### config.mk
export PLATFORM = sky130hd
export DESIGN_NAME = imem_fetch_ctrl
export DESIGN_NICKNAME = d
export VERILOG_FILES = /design/src/rtl/imem_fetch_ctrl.sv
export SDC_FILE = /design/constraint.sdc
export NUM_CORES = 1
export LEC_CHECK = 0
export ABC_AREA = 1
export CORE_ASPECT_RATIO = 1.5
export CORE_MARGIN = 4
export CORE_UTILIZATION = 52
export DETAILED_ROUTE_END_ITERATION = 6
export GPL_TIMING_DRIVEN = 0
export PLACE_DENSITY = 0.89
export RECOVER_POWER = 100
export SKIP_LAST_GASP = 1
export SLEW_MARGIN = 40
export SYNTH_ARGS = -nofsm -noshare
export SYNTH_HDL_FRONTEND = slang
export SYNTH_SLANG_ARGS = --single-unit
### constraint.sdc
create_clock -name clk -period 3 [get_ports clk]
set_clock_uncertainty 0.2 [all_clocks]
set_input_delay 0.6 -clock clk [delete_from_list [all_inputs] [get_ports clk]]
set_output_delay 0.6 -clock clk [all_outputs]
set_load 0.01 [all_outputs]
### src/rtl/imem_fetch_ctrl.sv
// rtl/imem_fetch_ctrl.sv - instruction fetch sequencer with a 2-entry buffer to decode
// Drives the ROM address from the fetch PC and handles redirect, halt and bad-PC faults.
module imem_fetch_ctrl #(
  parameter logic [31:0] RESET_PC  = 32'h0000_0000,
  parameter int          MEM_WORDS = 64
) (
  input  logic        clk,
  input  logic        rst_n,
  output logic [31:0] imem_addr,
  input  logic [31:0] imem_instr,
  input  logic        redirect_valid,
  input  logic [31:0] redirect_pc,
  input  logic        halt,
  output logic        out_valid,
  input  logic        out_ready,
  output logic [31:0] out_instr,
  output logic [31:0] out_pc,
  output logic        fault
);

  typedef enum logic [1:0] {S_RUN, S_HALT, S_FAULT} state_t;

  state_t      r_state;
  state_t      w_state_nxt;
  logic [31:0] r_fetch_pc;
  logic [31:0] r_pc0, r_pc1;
  logic [31:0] r_instr0, r_instr1;
  logic [1:0]  r_count;
  logic        r_fault;

  logic w_pop;
  logic w_pc_good;
  logic w_try;
  logic w_push;
  logic w_bad;

  assign w_pop     = (r_count != 2'd0) && out_ready;
  assign w_pc_good = (r_fetch_pc[1:0] == 2'b00) &&
                     ({2'b00, r_fetch_pc[31:2]} < 32'(MEM_WORDS));
  // A fetch is attempted from RUN or on the halt-release cycle, never during redirect.
  assign w_try  = (r_state != S_FAULT) && !halt && !redirect_valid &&
                  ((r_count != 2'd2) || w_pop);
  assign w_push = w_try && w_pc_good;
  assign w_bad  = w_try && !w_pc_good;

  always_ff @(posedge clk or negedge rst_n) begin
    if (!rst_n) begin
      r_state <= S_RUN;
    end else begin
      r_state <= w_state_nxt;
    end
  end

  always_comb begin
    w_state_nxt = r_state;
    if (redirect_valid) begin
      w_state_nxt = halt ? S_HALT : S_RUN;
    end else begin
      case (r_state)
        S_RUN:   if (halt) w_state_nxt = S_HALT;
                 else if (w_bad) w_state_nxt = S_FAULT;
        S_HALT:  if (!halt) w_state_nxt = w_bad ? S_FAULT : S_RUN;
        S_FAULT: w_state_nxt = S_FAULT;
        default: w_state_nxt = S_RUN;
      endcase
    end
  end

  always_comb begin
    imem_addr = r_fetch_pc;
    out_valid = (r_count != 2'd0);
    out_pc    = r_pc0;
    out_instr = r_instr0;
    fault     = r_fault;
  end

  // Slot 0 is always the head; slot 1 shifts down on pop.
  always_ff @(posedge clk or negedge rst_n) begin
    if (!rst_n) begin
      r_fetch_pc <= RESET_PC;
      r_count    <= 2'd0;
      r_fault    <= 1'b0;
      r_pc0      <= 32'd0;
      r_pc1      <= 32'd0;
      r_instr0   <= 32'd0;
      r_instr1   <= 32'd0;
    end else if (redirect_valid) begin
      r_count    <= 2'd0;
      r_fetch_pc <= redirect_pc;
      r_fault    <= 1'b0;
    end else begin
      if (w_bad) r_fault <= 1'b1;
      if (w_push) r_fetch_pc <= r_fetch_pc + 32'd4;
      case ({w_push, w_pop})
        2'b11: begin
          if (r_count == 2'd1) begin
            r_pc0    <= r_fetch_pc;
            r_instr0 <= imem_instr;
          end else begin
            r_pc0    <= r_pc1;
            r_instr0 <= r_instr1;
            r_pc1    <= r_fetch_pc;
            r_instr1 <= imem_instr;
          end
        end
        2'b01: begin
          r_pc0    <= r_pc1;
          r_instr0 <= r_instr1;
          r_count  <= r_count - 2'd1;
        end
        2'b10: begin
          if (r_count == 2'd0) begin
            r_pc0    <= r_fetch_pc;
            r_instr0 <= imem_instr;
          end else begin
            r_pc1    <= r_fetch_pc;
            r_instr1 <= imem_instr;
          end
          r_count <= r_count + 2'd1;
        end
        default: ;
      endcase
    end
  end

endmodule
* Word-level counts from Yosys, hierarchy flattened
Cells that the tools add are included.
Word-level totals: register bits after elaboration 165, input bits 69, output and inout bits 98, word-level logic and storage cells 74
Cells by class: $add $sub $neg 3, order comparisons 1, equal/unequal tests 13, muxes and demuxes 25, bitwise operators 1, reduce and logical (&&, ||, !) cells 23
Operator list (count):
- two-way mux 32 bit | 10
- case mux 32 bit (3 select lines) | 2
- case mux 32 bit (2 select lines) | 2
- adder 32 x 3 -> 32 bit, second input constant | 1
- < comparator 30 x 7 -> 1 bit, second input constant | 1
- two-way mux 2 bit | 6
- inequality test 2 bit, second input constant | 5
- nonzero test 2 bit | 4
- logical AND 1 bit | 7
- equality test 2 x 1 -> 1 bit, second input constant | 3
- equality test 2 bit, second input constant | 3
- logical NOT 2 bit | 3
- case mux 2 bit (3 select lines) | 1
- nonzero test 3 bit | 2
- inequality test 4 bit, second input constant | 1
- case mux 2 bit (2 select lines) | 1
- AND reduction 4 bit | 1
- logical NOT 1 bit | 3
- two-way mux 1 bit | 3
- inequality test 3 bit, second input constant | 1
- AND reduction 3 bit | 1
- adder 2 x 1 -> 2 bit, second input constant | 1
- AND reduction 2 bit | 1
- subtractor 2 x 1 -> 2 bit, second input constant | 1
- other kinds (2) | 2

* Depth between registers and ports, before layout
Gate-level depths: netlist (run 1).
depth after elaboration 9, depth in mapped cells 14, gate-level depth less buffers 12

* Worst setup path before layout (run 1)
Ideal clock, no wire load.
path type register to register, start register r_count[0], end register r_instr0[0], in the netlist out_instr[0], setup time 129 ps, arrival time 2360 ps, data required time 2671 ps, path slack 311 ps, cell stages (with the launch flop) 14, buffers on the path 2, period minus slack after synthesis 2689 ps, cells stage by stage dfrtp_1 -> inv_1 -> ha_1 -> nor2_1 -> nor2_1 -> nor3_4 -> nand4_4 -> ha_1 -> inv_1 -> clkbuf_1 -> buf_1 -> a21oi_1 -> o21ai_0 -> a31oi_1
On the way: word-level cells in the longest chain between the ends 8, elaborated cells between the ends (all ways) 16, those cells by class 6 x eq/ne; 2 x mux; 8 x reduce/logical
Ends and longest elaborated chain:
- from (decl) | RTL line 28 | logic [1:0] r_count;
- from (signal assigned) | RTL line 109 | r_count <= r_count - 2'd1;
- from (signal assigned) | RTL line 119 | r_count <= r_count + 2'd1;
- nonzero test 2 bit | RTL line 37 | assign w_pop = (r_count != 2'd0) && out_ready;
- logical AND 1 bit | RTL line 37
- logical OR 1 bit | RTL line 42 | ((r_count != 2'd2) || w_pop);
- logical AND 1 bit | RTL line 41 | assign w_try = (r_state != S_FAULT) && !halt && !redirect_valid &&
- logical AND 1 bit | RTL line 43 | assign w_push = w_try && w_pc_good;
- equality test 2 bit / equality test 2 x 1 -> 1 bit (equally long branches) | RTL line 94 | case ({w_push, w_pop})
- inequality test 2 bit (no source line) / nonzero test 3 bit (equally long branches)
- AND reduction 3 bit (no source line)
- to (signal assigned) | RTL line 98 | r_instr0 <= imem_instr;
- to (signal assigned) | RTL line 101 | r_instr0 <= r_instr1;
- to (signal assigned) | RTL line 108 | r_instr0 <= r_instr1;
- to (decl) | RTL line 27 | logic [31:0] r_instr0, r_instr1;
Several ways; a longest one is shown, not always the timed one. A chain may end at the register's enable or synchronous reset.

* Final worst setup path (run 1)
start register r_count[0], end register r_pc0[6], in the netlist out_pc[6]
On the way: word-level cells in the longest chain between the ends 8, elaborated cells between the ends (all ways) 16, those cells by class 6 x eq/ne; 2 x mux; 8 x reduce/logical
Ends and longest elaborated chain:
- nonzero test 2 bit | RTL line 37
- logical AND 1 bit | RTL line 37
- logical OR 1 bit | RTL line 42
- logical AND 1 bit | RTL line 41
- logical AND 1 bit | RTL line 43
- equality test 2 bit / equality test 2 x 1 -> 1 bit (equally long branches) | RTL line 94
- inequality test 2 bit (no source line) / nonzero test 3 bit (equally long branches)
- AND reduction 3 bit (no source line)
- to (signal assigned) | RTL line 97 | r_pc0 <= r_fetch_pc;
- to (signal assigned) | RTL line 100 | r_pc0 <= r_pc1;
- to (signal assigned) | RTL line 107 | r_pc0 <= r_pc1;
- to (decl) | RTL line 26 | logic [31:0] r_pc0, r_pc1;
Several ways; a longest one is shown, not always the timed one.

==> out/summary.log, run 1 <==
INFO  hold_path      min-delay-path-class=register to register
INFO  cells_and_area syn_to_final_growth=31.2%
INFO  cells_and_area finalNetCount=1311
INFO  setup_path     kind_of_end_point_of_the_critical_path=register
INFO  synthesis      yosysUniqueCellTypes=28
INFO  setup_path     timing.critical_path.arrival=3.05ns
INFO  synthesis      yosys.area_share.xor_xnor=0.534%
INFO  synthesis      synth_area_leaders=sky130_fd_sc_hd__dfrtp_1, sky130_fd_sc_hd__o21ai_0, sky130_fd_sc_hd__nand2_1
INFO  cells_and_area fin_util=69.2%
INFO  place          detailed_placement_wirelength_estimate=18.0mm
INFO  clocking       htree_levels=4
INFO  global_routing wire_length_of_the_first_global_routing_pass=41.0mm
INFO  synthesis      synth_compound_gate_area_share=23.8%
INFO  floorplanning  coreArea=15600squm
INFO  global_routing grt_max_degree=67
INFO  power          irDropWorstVdd=0.371mV
INFO  synthesis      synthCells=1041
INFO  sta            period_needed=2.90ns
INFO  clocking       tritoncts.num_buffers=17
INFO  synthesis      synth_top_cell_area_share=50.3%
INFO  global_routing gr-total-overflow=0
INFO  setup_path     crit_path_max_fanout=10
INFO  floorplanning  dieWidth=111um
INFO  run_status     outcome=completed
INFO  sta            setup_tns=0ns
INFO  setup_path     cp.required=3.15ns
INFO  synthesis      netlist_area=8210squm
INFO  synthesis      ys_warn_count=0
INFO  sta            finalMaxSlewViolations=0
INFO  synthesis      yosysSeqAreaShare=50.3%
INFO  floorplanning  start_util=52.8%
INFO  routing        detail_route.first_pass.iterations=7
INFO  synthesis      synthAdderAreaFrac=1.22%
INFO  clocking       path_clk_slew=0.06ns
INFO  global_routing antenna_violations_before_repair=0
INFO  setup_path     worstSetupPathType=register to register
INFO  synthesis      synth.avg_cell_area=7.88squm
INFO  routing        routedWlPerCell=17.7um
INFO  global_routing first_global_vias=8098
INFO  sta            setup_viol_count_final=0
INFO  sta            number_of_endpoints_with_negative_hold_slack_in_the_final_report=0
INFO  routing        detail-route-antenna-nets=0
INFO  power          power_density_cells=689nW/um^2
INFO  cells_and_area drive_gt1_share=7.87%
INFO  floorplanning  num_io_pins=167
INFO  clocking       worstSkewPairLatency=0.43ns
INFO  place          port-buffer-count=166
INFO  place          place_congestion=0.886
INFO  cells_and_area n_antenna_cell=0
INFO  routing        drt_first_iter_violations=740
INFO  synthesis      yosys-mux-area-fraction=0%
INFO  floorplanning  die-area=17900squm
INFO  sta            maxClockFrequency=345MHz
INFO  synthesis      ys_ff_latch=165
INFO  clocking       root_buffer=sky130_fd_sc_hd__clkbuf_16
INFO  routing        drt_wl_total=25.6mm
INFO  synthesis      main_combinational_cell_family_by_area_after_synthesis=compound AO/OA/AOI/OAI gates
INFO  clocking       tritoncts_num_sinks=165
INFO  synthesis      cell_taking_the_most_area_after_synthesis=sky130_fd_sc_hd__dfrtp_1
INFO  sta            maxSlewHeadroom=38.0%
INFO  routing        vias=8270
INFO  setup_path     startpoint_type=register
INFO  floorplanning  die-height=162um
INFO  floorplanning  number_of_standard_cell_rows_in_the_floorplan=56
INFO  synthesis      synth_fp_nets=1118
INFO  routing        remaining_drc_errors=0
INFO  global_routing gr-usage-all-layers=28.3%
INFO  synthesis      synth_simple_gate_area_share=16.5%
INFO  clocking       ctsLongestPathBuffers=2
INFO  clocking       cts_tree=yes
INFO  run            maxCapViolations=0
INFO  routing        vias_per_cell=5.71
INFO  sta            final_min_period_over_clock_period=96.7%
INFO  power          total_leakage_power=4.66nW
INFO  sta            tightest_slew=0.930ns
INFO  setup_path     ff2ff_setup_slack=0.1ns
[state kept, by name (all words and copies together) (netlist names)]
signal and count:
fault 1, imem_addr 32, out_instr 32, out_pc 32, r_count 2, r_instr1 32, r_pc1 32, r_state 2
[layout by cell type, fill, tap and decap left out, types with 17 or more instances in the layout]
| cell type | count |
|---|---|
| sky130_fd_sc_hd__clkbuf_16 | 17 |
| sky130_fd_sc_hd__clkdlybuf4s50_1 | 66 |
| sky130_fd_sc_hd__clkbuf_1 | 28 |
| sky130_fd_sc_hd__dfrtp_1 | 165 |
| sky130_fd_sc_hd__a31oi_1 | 65 |
| sky130_fd_sc_hd__o21ai_0 | 218 |
| sky130_fd_sc_hd__buf_2 | 17 |
| sky130_fd_sc_hd__dlygate4sd3_1 | 99 |
| sky130_fd_sc_hd__clkbuf_2 | 22 |
| sky130_fd_sc_hd__a21oi_1 | 71 |
| sky130_fd_sc_hd__nand2_1 | 238 |
| sky130_fd_sc_hd__inv_1 | 75 |
| sky130_fd_sc_hd__nor2_1 | 85 |
[per-stage QoR]
step                      setup WS, ns  instance area [sq um]  total power [mW]  hold slack (ns)  instances
after detailed placement        -0.800                  10200              5.49            0.292       1412
after global placement           -5.57                  10100              5.42            0.280       1410
final                           0.0976                  10800              7.42            0.303       1449
after global routing           -0.0191                  10800              7.73            0.326       1449
after CTS                       0.0170                  10800              7.64            0.306       1444
after floorplan                  0.311                   8210              4.04            0.104       1041
[what timing repair did]
action                                  in CTS  in global routing
endpoints found under the setup margin     129                129
gates resized for setup                     35                 25
hold buffers                                 1                  0
pin swaps                                    0                  2
buffers inserted                             0                  5
gates cloned                                 0                  0
hold endpoints to repair                    37                  0
[synthesized netlist by cell type]
cell                       number
sky130_fd_sc_hd__a211oi_1       1
sky130_fd_sc_hd__a21oi_1       71
sky130_fd_sc_hd__a31oi_1       65
sky130_fd_sc_hd__buf_1          5
sky130_fd_sc_hd__buf_2         27
sky130_fd_sc_hd__buf_6          2
sky130_fd_sc_hd__clkbuf_1      43
sky130_fd_sc_hd__dfrtp_1      165
sky130_fd_sc_hd__ha_1           8
sky130_fd_sc_hd__inv_1         76
sky130_fd_sc_hd__inv_2          2
sky130_fd_sc_hd__nand2_1      237
sky130_fd_sc_hd__nand2_2        1
sky130_fd_sc_hd__nand2_4        1
sky130_fd_sc_hd__nand3_1       14
sky130_fd_sc_hd__nand4_1        1
sky130_fd_sc_hd__nand4_4        1
sky130_fd_sc_hd__nor2_1        86
sky130_fd_sc_hd__nor3_1         1
sky130_fd_sc_hd__nor3_4         1
sky130_fd_sc_hd__o211ai_1       1
sky130_fd_sc_hd__o21ai_0      205
sky130_fd_sc_hd__o21ai_1       10
sky130_fd_sc_hd__o21ai_2       10
sky130_fd_sc_hd__o221ai_1       1
sky130_fd_sc_hd__or2_2          1
sky130_fd_sc_hd__xnor2_1        1
sky130_fd_sc_hd__xor2_1         4
[cell families (layout without fill, tap and decap cells)]
family,Yosys count,after routing
AOI/OAI and AO/OA,364,364
DFF,165,165
buffers and inverters,155,360
and+or+nand+nor,344,344
adders and majority gates,8,8
xor gates and xnor gates,5,5
[per-layer routing]
metal | part of all wire (%) | GRT usage, %
met3 | 7.5 | 5.11
met1 | 36 | 32.8
met5 | 0 | 0
met4 | 4.9 | 15.3
met2 | 51 | 49.8
[worst max-delay path: stages, from the launching register on]
cell                       delay [ns]
sky130_fd_sc_hd__dfrtp_1         0.40
sky130_fd_sc_hd__inv_1           0.08
sky130_fd_sc_hd__ha_1            0.27
sky130_fd_sc_hd__nor2_4          0.11
sky130_fd_sc_hd__nor2_1          0.08
sky130_fd_sc_hd__nor3_4          0.19
sky130_fd_sc_hd__nand4_4         0.15
sky130_fd_sc_hd__ha_1            0.31
sky130_fd_sc_hd__inv_1           0.05
sky130_fd_sc_hd__clkbuf_2        0.21
sky130_fd_sc_hd__clkbuf_4        0.25
sky130_fd_sc_hd__a21oi_1         0.17
sky130_fd_sc_hd__o21ai_0         0.14
sky130_fd_sc_hd__a31oi_1         0.21
[path summary, 6_finish.rpt]
kind                                        start                        end  cells after the start
max in group asynchronous                   rst_n  imem_addr[21]$_DFFE_PN0P_                      3
min reg2reg                 r_pc1[23]$_DFFE_PN0P_      r_pc1[23]$_DFFE_PN0P_                      2
min                         r_pc1[23]$_DFFE_PN0P_      r_pc1[23]$_DFFE_PN0P_                      2
max                        r_count[0]$_DFFE_PN0P_      out_pc[6]$_DFFE_PN0P_                     13
max reg2reg                r_count[0]$_DFFE_PN0P_      out_pc[6]$_DFFE_PN0P_                     13
min in group asynchronous                   rst_n  out_instr[10]$_DFFE_PN0P_                      2
[final cells by class]
type                    instances  area (sq um)
clock inverters                11           126
fillers                      1242          4780
flip-flops and latches        165          4130
inverters                      78           295
multi-input cells             721          3420
repair buffers                174          1710
well taps                     203           254
plain buffers                  77           385
clock buffers                  20           447
[report_power, final]
part           switching (mW)  internal [mW]
clock network           0.916           1.25
registers               0.314           2.71
logic                    1.13           1.10
(Power assumes the default switching activity.)
==> run 2, diff against run 1 <==
--- a/config.mk
+++ b/config.mk
@@ -7,11 +7,11 @@
 export LEC_CHECK = 0
 export ABC_AREA = 1
 export CORE_ASPECT_RATIO = 1.5
-export CORE_MARGIN = 4
-export CORE_UTILIZATION = 52
+export CORE_MARGIN = 2
+export CORE_UTILIZATION = 47
 export DETAILED_ROUTE_END_ITERATION = 6
 export GPL_TIMING_DRIVEN = 0
-export PLACE_DENSITY = 0.89
+export PLACE_DENSITY = 0.85
 export RECOVER_POWER = 100
 export SKIP_LAST_GASP = 1
 export SLEW_MARGIN = 40
==> constraint.sdc (replaced) <==
create_clock -name clk -period 2.35 [get_ports clk]
set_clock_uncertainty 0.2 [all_clocks]
set_input_delay 0.47 -clock clk [delete_from_list [all_inputs] [get_ports clk]]
set_output_delay 0.47 -clock clk [all_outputs]
set_load 0.01 [all_outputs]
==> out/summary.log, run 2 (synthesized netlist as in run 1, its figures left out) <==
INFO  run_status     outcome=finished, violations left
INFO  run_status     violations_in_the_final_reports=capacitance limit, slew limit, setup timing
INFO  floorplanning  num_io_pins=167
INFO  setup_path     crit_path_max_fanout=7
INFO  floorplanning  start_util=47.7%
INFO  cells_and_area postLayoutCellArea=12300squm
INFO  floorplanning  die-area=18600squm
INFO  run            maxCapViolations=1
INFO  setup_path     worst_r2r_startpoint=r_count[1]$_DFFE_PN0P_
INFO  cells_and_area layout.cells.most_common=sky130_fd_sc_hd__nand2_1
INFO  sta            rsz_0062_raised_after_global_routing=yes
INFO  sta            finalMaxSlewViolations=56
INFO  routing        vias_per_cell=5.95
INFO  setup_path     kind_of_end_point_of_the_critical_path=register
INFO  setup_path     startpoint_type=input port
INFO  power          power_density_cells=813nW/um^2
INFO  hold_path      worstHoldStart=r_instr1[11]$_DFFE_PN0P_
INFO  routing        remaining_drc_errors=0
INFO  place          detailed_placement_wirelength_estimate=18.1mm
INFO  clocking       tritoncts.num_buffers=17
INFO  place          place_congestion=0.864
INFO  routing        drt_wl_total=29.9mm
INFO  setup_path     worstSetupPathType=input port to register
INFO  floorplanning  die-height=166um
INFO  cells_and_area multi_input_area=4000squm
INFO  sta            setup_viol_count_final=130
INFO  cells_and_area n_antenna_cell=0
INFO  setup_path     worst_setup_path_startpoint=out_ready
INFO  routing        detail_route.first_pass.iterations=7
INFO  floorplanning  coreArea=17200squm
INFO  clocking       htree_levels=4
INFO  hold_path      min-delay-path-class=register to register
INFO  routing        routedWlPerCell=20.0um
INFO  global_routing grt_max_degree=59
INFO  clocking       root_buffer=sky130_fd_sc_hd__clkbuf_16
INFO  global_routing antenna_violations_before_repair=0
INFO  place          post_dp_cell_area=10500squm
INFO  clocking       worstSkewPairLatency=0.44ns
INFO  cells_and_area n_fill_cell=1205
INFO  power          total_leakage_power=5.23nW
INFO  routing        vias=8877
INFO  sta            maxSlewHeadroom=-3.20%
INFO  cells_and_area fin_util=71.4%
INFO  cells_and_area most-common-layout-cells=sky130_fd_sc_hd__nand2_1, sky130_fd_sc_hd__dfrtp_1, sky130_fd_sc_hd__clkdlybuf4s50_1
INFO  place          port-buffer-count=166
INFO  setup_path     timing.critical_path.arrival=2.90ns
INFO  routing        drt_first_iter_violations=821
INFO  sta            period_needed=2.76ns
INFO  sta            final_min_period_over_clock_period=117%
INFO  cells_and_area drive_gt1_share=22.5%
INFO  routing        detail-route-antenna-nets=0
INFO  clocking       cts_tree=yes
INFO  setup_path     cp.required=2.49ns
INFO  floorplanning  dieWidth=112um
INFO  global_routing gr-usage-all-layers=29.7%
INFO  sta            number_of_endpoints_with_negative_hold_slack_in_the_final_report=0
INFO  cells_and_area finalNetCount=1345
INFO  power          report.power.total=9.98mW
INFO  cells_and_area syn_to_final_growth=49.6%
INFO  place          dp_worst_setup_slack=-0.845ns
INFO  cells_and_area ff_latch_area=4130squm
INFO  power          irDropWorstVdd=0.486mV
INFO  sta            tightest_slew=1.55ns
INFO  floorplanning  number_of_standard_cell_rows_in_the_floorplan=59
INFO  global_routing wire_length_of_the_first_global_routing_pass=44.2mm
INFO  clocking       path_clk_slew=0.08ns
INFO  sta            maxClockFrequency=363MHz
INFO  clocking       ctsLongestPathBuffers=2
INFO  global_routing gr-total-overflow=0
INFO  sta            setup_slack=-0.408ns
INFO  clocking       tritoncts_num_sinks=165
INFO  global_routing first_global_vias=8594
run 2: cell types whose count changed in the layout (fill, tap and decap cells not counted), sizes merged:
cell           before  now
buf                26   73
bufinv              2    1
clkdlybuf4s50      66  124
inv                80   86
clkbuf             79   63
dlygate4sd2         1    2
clkinvlp            4    2
dlygate4sd3        99   40
run 2: path summary, 6_finish.rpt:
kind,slack [ns],to,cells past startpoint
worst min-delay path,0.31,r_instr1[11]$_DFFE_PN0P_,2
max in group asynchronous,0.22,out_instr[30]$_DFFE_PN0P_,3
worst max-delay path,-0.41,out_pc[1]$_DFFE_PN0P_,13
worst max register to register,-0.40,out_pc[1]$_DFFE_PN0P_,13
worst min register to register,0.31,r_instr1[11]$_DFFE_PN0P_,2
min in group asynchronous,0.75,imem_addr[22]$_DFFE_PN0P_,2
run 2: repair_timing:
action	in CTS	in global routing
hold buffers	1	0
pin swaps	9	27
setup buffers	15	7
endpoints found under the setup margin	131	130
cloned	13	5
hold endpoints to repair	55	0
resized for setup	151	131
run 2: area by class of cell:
class	instances	share of cell area, %
clock inverters	14	1.16
flip-flops and latches	165	33.6
clock buffers	17	3.46
repair buffers	208	17.9
multi-input cells	721	32.6
well taps	213	2.17
inverters	78	2.47
plain buffers	77	6.67
run 2: routing by layer:
layer / wire length, um / global-route usage [%]
met1: 10200 / 34.9
met2: 15200 / 50.6
met3: 2270 / 4.89
met4: 2200 / 18.2
met5: 0 / 0
run 2: metrics by stage:
stage | instances | hold slack, ns | setup TNS [ns]
after floorplan | 1041 | -0.0256 | -3.41
after global placement | 1420 | 0.285 | -1112.87
after detailed placement | 1422 | 0.235 | -105.44
after CTS | 1482 | 0.307 | -16.35
after global routing | 1493 | 0.338 | -44.25
final | 1493 | 0.306 | -31.85
run 2: critical path, cell delays in order:
cell,delay [ns]
sky130_fd_sc_hd__clkdlybuf4s50_1,0.51
sky130_fd_sc_hd__inv_2,0.06
sky130_fd_sc_hd__nor2_4,0.14
sky130_fd_sc_hd__nor2_4,0.06
sky130_fd_sc_hd__nor3_4,0.20
sky130_fd_sc_hd__nand4_4,0.18
sky130_fd_sc_hd__ha_4,0.34
sky130_fd_sc_hd__inv_4,0.05
sky130_fd_sc_hd__clkbuf_16,0.18
sky130_fd_sc_hd__clkbuf_16,0.17
sky130_fd_sc_hd__a21oi_2,0.10
sky130_fd_sc_hd__o21ai_1,0.12
sky130_fd_sc_hd__a31oi_1,0.30
run 2: power by group:
group	internal, mW	leakage, nW	switching [mW]
registers	3.46	2.11	0.438
logic	1.68	2.84	1.60
clock network	1.49	0.275	1.32
total	6.63	5.23	3.35
==> run 3, diff against run 2 <==
--- a/config.mk
+++ b/config.mk
@@ -13,6 +13,7 @@
 export GPL_TIMING_DRIVEN = 0
 export PLACE_DENSITY = 0.85
 export RECOVER_POWER = 100
+export REMOVE_ABC_BUFFERS = 1
 export SKIP_LAST_GASP = 1
 export SLEW_MARGIN = 40
 export SYNTH_ARGS = -nofsm -noshare
==> out/summary.log, run 3 (synthesized netlist as in run 1, its figures left out) <==
INFO  run_status     outcome=finished, violations left
INFO  run_status     violations_in_the_final_reports=setup timing
INFO  setup_path     timing.critical_path.depth=14
INFO  power          switching_share=33.8%
INFO  cells_and_area n_fill_cell=1155
INFO  clocking       ctsLongestPathBuffers=2
INFO  power          netSwitchingPower=3.57mW
INFO  clocking       tritoncts_num_sinks=165
INFO  clocking       cts_tree=yes
INFO  floorplanning  die-height=166um
INFO  run            maxCapViolations=0
INFO  floorplanning  start_util=47.7%
INFO  setup_path     timing.critical_path.arrival=3.08ns
INFO  sta            number_of_endpoints_with_negative_hold_slack_in_the_final_report=0
INFO  setup_path     startpoint_type=register
INFO  clocking       path_clk_slew=0.08ns
INFO  power          seq_power_share=37.3%
INFO  setup_path     slowest_delay=0.43ns
INFO  clocking       root_buffer=sky130_fd_sc_hd__clkbuf_16
INFO  sta            maxClockFrequency=338MHz
INFO  setup_path     crit_end=out_pc[26]$_DFFE_PN0P_
INFO  setup_path     timing.critical_path.buf_inv=5
INFO  cells_and_area drive_gt1_share=24.5%
INFO  cells_and_area layout.cells.most_common=sky130_fd_sc_hd__nand2_1
INFO  setup_path     worstSetupPathType=register to register
INFO  sta            period_needed=2.96ns
INFO  setup_path     worst_r2r_startpoint=r_count[1]$_DFFE_PN0P_
INFO  global_routing first_global_vias=8269
INFO  routing        vias=9009
INFO  floorplanning  die-area=18600squm
INFO  setup_path     cp.required=2.47ns
INFO  sta            tightest_slew=1.11ns
INFO  setup_path     crit_path_max_fanout=7
INFO  power          internal=6.99mW
INFO  routing        drt_wl_total=30.6mm
INFO  sta            rsz_0062_raised_after_global_routing=yes
INFO  cells_and_area finalNetCount=1351
INFO  routing        detail-route-antenna-nets=0
INFO  floorplanning  dieWidth=112um
INFO  cells_and_area most-common-layout-cells=sky130_fd_sc_hd__nand2_1, sky130_fd_sc_hd__dfrtp_1, sky130_fd_sc_hd__clkdlybuf4s50_1
INFO  power          irDropWorstVdd=0.504mV
INFO  sta            finalMaxSlewViolations=0
INFO  power          report.power.total=10.6mW
INFO  global_routing antenna_violations_before_repair=0
INFO  routing        detail_route.first_pass.iterations=5
INFO  setup_path     ff2ff_setup_slack=-0.61ns
INFO  global_routing gr-usage-all-layers=27.9%
INFO  routing        routedWlPerCell=20.4um
INFO  clocking       htree_levels=4
INFO  sta            final_min_period_over_clock_period=126%
INFO  floorplanning  number_of_standard_cell_rows_in_the_floorplan=59
INFO  global_routing grt_max_degree=67
INFO  power          total_leakage_power=5.42nW
INFO  cells_and_area postLayoutCellArea=12700squm
INFO  cells_and_area n_antenna_cell=0
INFO  floorplanning  coreArea=17200squm
INFO  sta            maxSlewHeadroom=26.0%
INFO  place          post_dp_cell_area=10200squm
INFO  setup_path     kind_of_end_point_of_the_critical_path=register
INFO  clocking       worstSkewPairLatency=0.43ns
INFO  setup_path     path_cells=inv_2 > ha_4 > nor2_4 > nor2_4 > nor3_4 > nand4_4 > buf_6 > buf_6 > ha_4 > buf_4 > inv_8 > a21oi_1 > o21ai_0 > a31oi_1
INFO  place          detailed_placement_wirelength_estimate=14.7mm
INFO  setup_path     timing.critical_path.max_delay_family=buffers and inverters
INFO  routing        vias_per_cell=6.01
INFO  power          clock_power_share=27.2%
INFO  sta            setup_tns=-52.38ns
INFO  setup_path     worst_setup_path_startpoint=r_count[1]$_DFFE_PN0P_
INFO  place          place_congestion=0.801
INFO  floorplanning  num_io_pins=167
INFO  routing        remaining_drc_errors=0
INFO  cells_and_area syn_to_final_growth=55.1%
INFO  clocking       tritoncts.num_buffers=17
INFO  hold_path      min-delay-path-class=input port to register
INFO  sta            setup_viol_count_final=131
INFO  place          port-buffer-count=166
INFO  routing        drt_first_iter_violations=1046
INFO  hold_path      worstHoldStart=redirect_valid
INFO  global_routing gr-total-overflow=0
INFO  setup_path     r2r-end=out_pc[26]$_DFFE_PN0P_
INFO  power          power_frac_comb=35.5%
INFO  global_routing wire_length_of_the_first_global_routing_pass=42.0mm
INFO  setup_path     crit_path_top_delay_cell=sky130_fd_sc_hd__dfrtp_1
INFO  sta            setup_slack=-0.612ns
INFO  power          power_density_cells=830nW/um^2
INFO  setup_path     r2r_cells=14
[run 3: changes by cell type in the layout (fill, tap and decap cells not counted), moves of 16 or more]
cell | previous run | this run
sky130_fd_sc_hd__o21ai_0 | 49 | 107
sky130_fd_sc_hd__o21ai_2 | 74 | 31
sky130_fd_sc_hd__clkdlybuf4s50_1 | 124 | 163
sky130_fd_sc_hd__dlygate4sd3_1 | 40 | 1
sky130_fd_sc_hd__nand2_1 | 218 | 187
sky130_fd_sc_hd__nand2_2 | 16 | 39
sky130_fd_sc_hd__clkbuf_1 | 17 | 0
sky130_fd_sc_hd__buf_6 | 20 | 36
[run 3: layout make-up]
cell class	count	area [sq um]	share of cell area, %
Timing Repair inverter	8	138	1.08
Tap cell	213	267	2.09
Clock inverter	14	153	1.20
Multi-Input combinational cell	721	4070	32.0
Clock buffer	18	439	3.45
Timing Repair Buffer	283	3210	25.2
Inverter	78	324	2.55
Sequential cell	165	4130	32.4
[run 3: power groups by stage]
| stage | sequential (mW) | combinational, mW | clock, mW |
|---|---|---|---|
| floorplan | 4.15 | 1.01 | 0 |
| global placement | 3.89 | 3.03 | 0 |
| detailed placement | 3.89 | 3.10 | 0 |
| CTS | 3.85 | 3.32 | 2.89 |
| global route | 4.01 | 3.97 | 3.03 |
| finish | 3.94 | 3.75 | 2.88 |
[run 3: worst min-delay path by stage]
stage	to	slack, ns	cells after the start
after global routing	imem_addr[20]$_DFFE_PN0P_	0.25	3
after CTS	imem_addr[26]$_DFFE_PN0P_	0.24	3
final	imem_addr[20]$_DFFE_PN0P_	0.26	3
after detailed placement	r_instr1[10]$_DFFE_PN0P_	0.18	1
after floorplan	fault$_DFFE_PN0P_	-0.03	0
after global placement	r_pc1[1]$_DFFE_PN0P_	0.28	2
[run 3: worst min-delay path, stage by stage]
cell and delay (ns):
sky130_fd_sc_hd__buf_2 0.22, sky130_fd_sc_hd__nand2_1 0.09, sky130_fd_sc_hd__o21ai_1 0.05
[run 3: timing repair]
action | in CTS | in global routing
gates resized for setup | 173 | 215
hold buffers | 1 | 0
pin swaps | 35 | 75
cloned | 13 | 13
buffers inserted | 42 | 33
endpoints found under the setup margin | 154 | 153
endpoints found under the hold margin | 36 | 0
[run 3: routing by layer]
layer	up-vias	routed length, um	global-route usage, %	part of all wire, %
met3	158	2290	3.87	7.5
met2	541	15200	47.6	50
met4	0	2010	14.8	6.6
li1	3969	-	-	-
met1	4341	11100	34.2	36
met5	-	0	0	0
[run 3: through the flow]
stage,instances,hold WS [ns],utilization [%],setup WS [ns]
after floorplan,964,-0.0256,-,-7.04
after global placement,1343,0.283,57.0,-12.74
after detailed placement,1377,0.178,59.3,-2.04
after CTS,1465,0.240,68.1,-0.389
after global routing,1500,0.253,74.0,-0.670
final,1500,0.259,74.0,-0.612
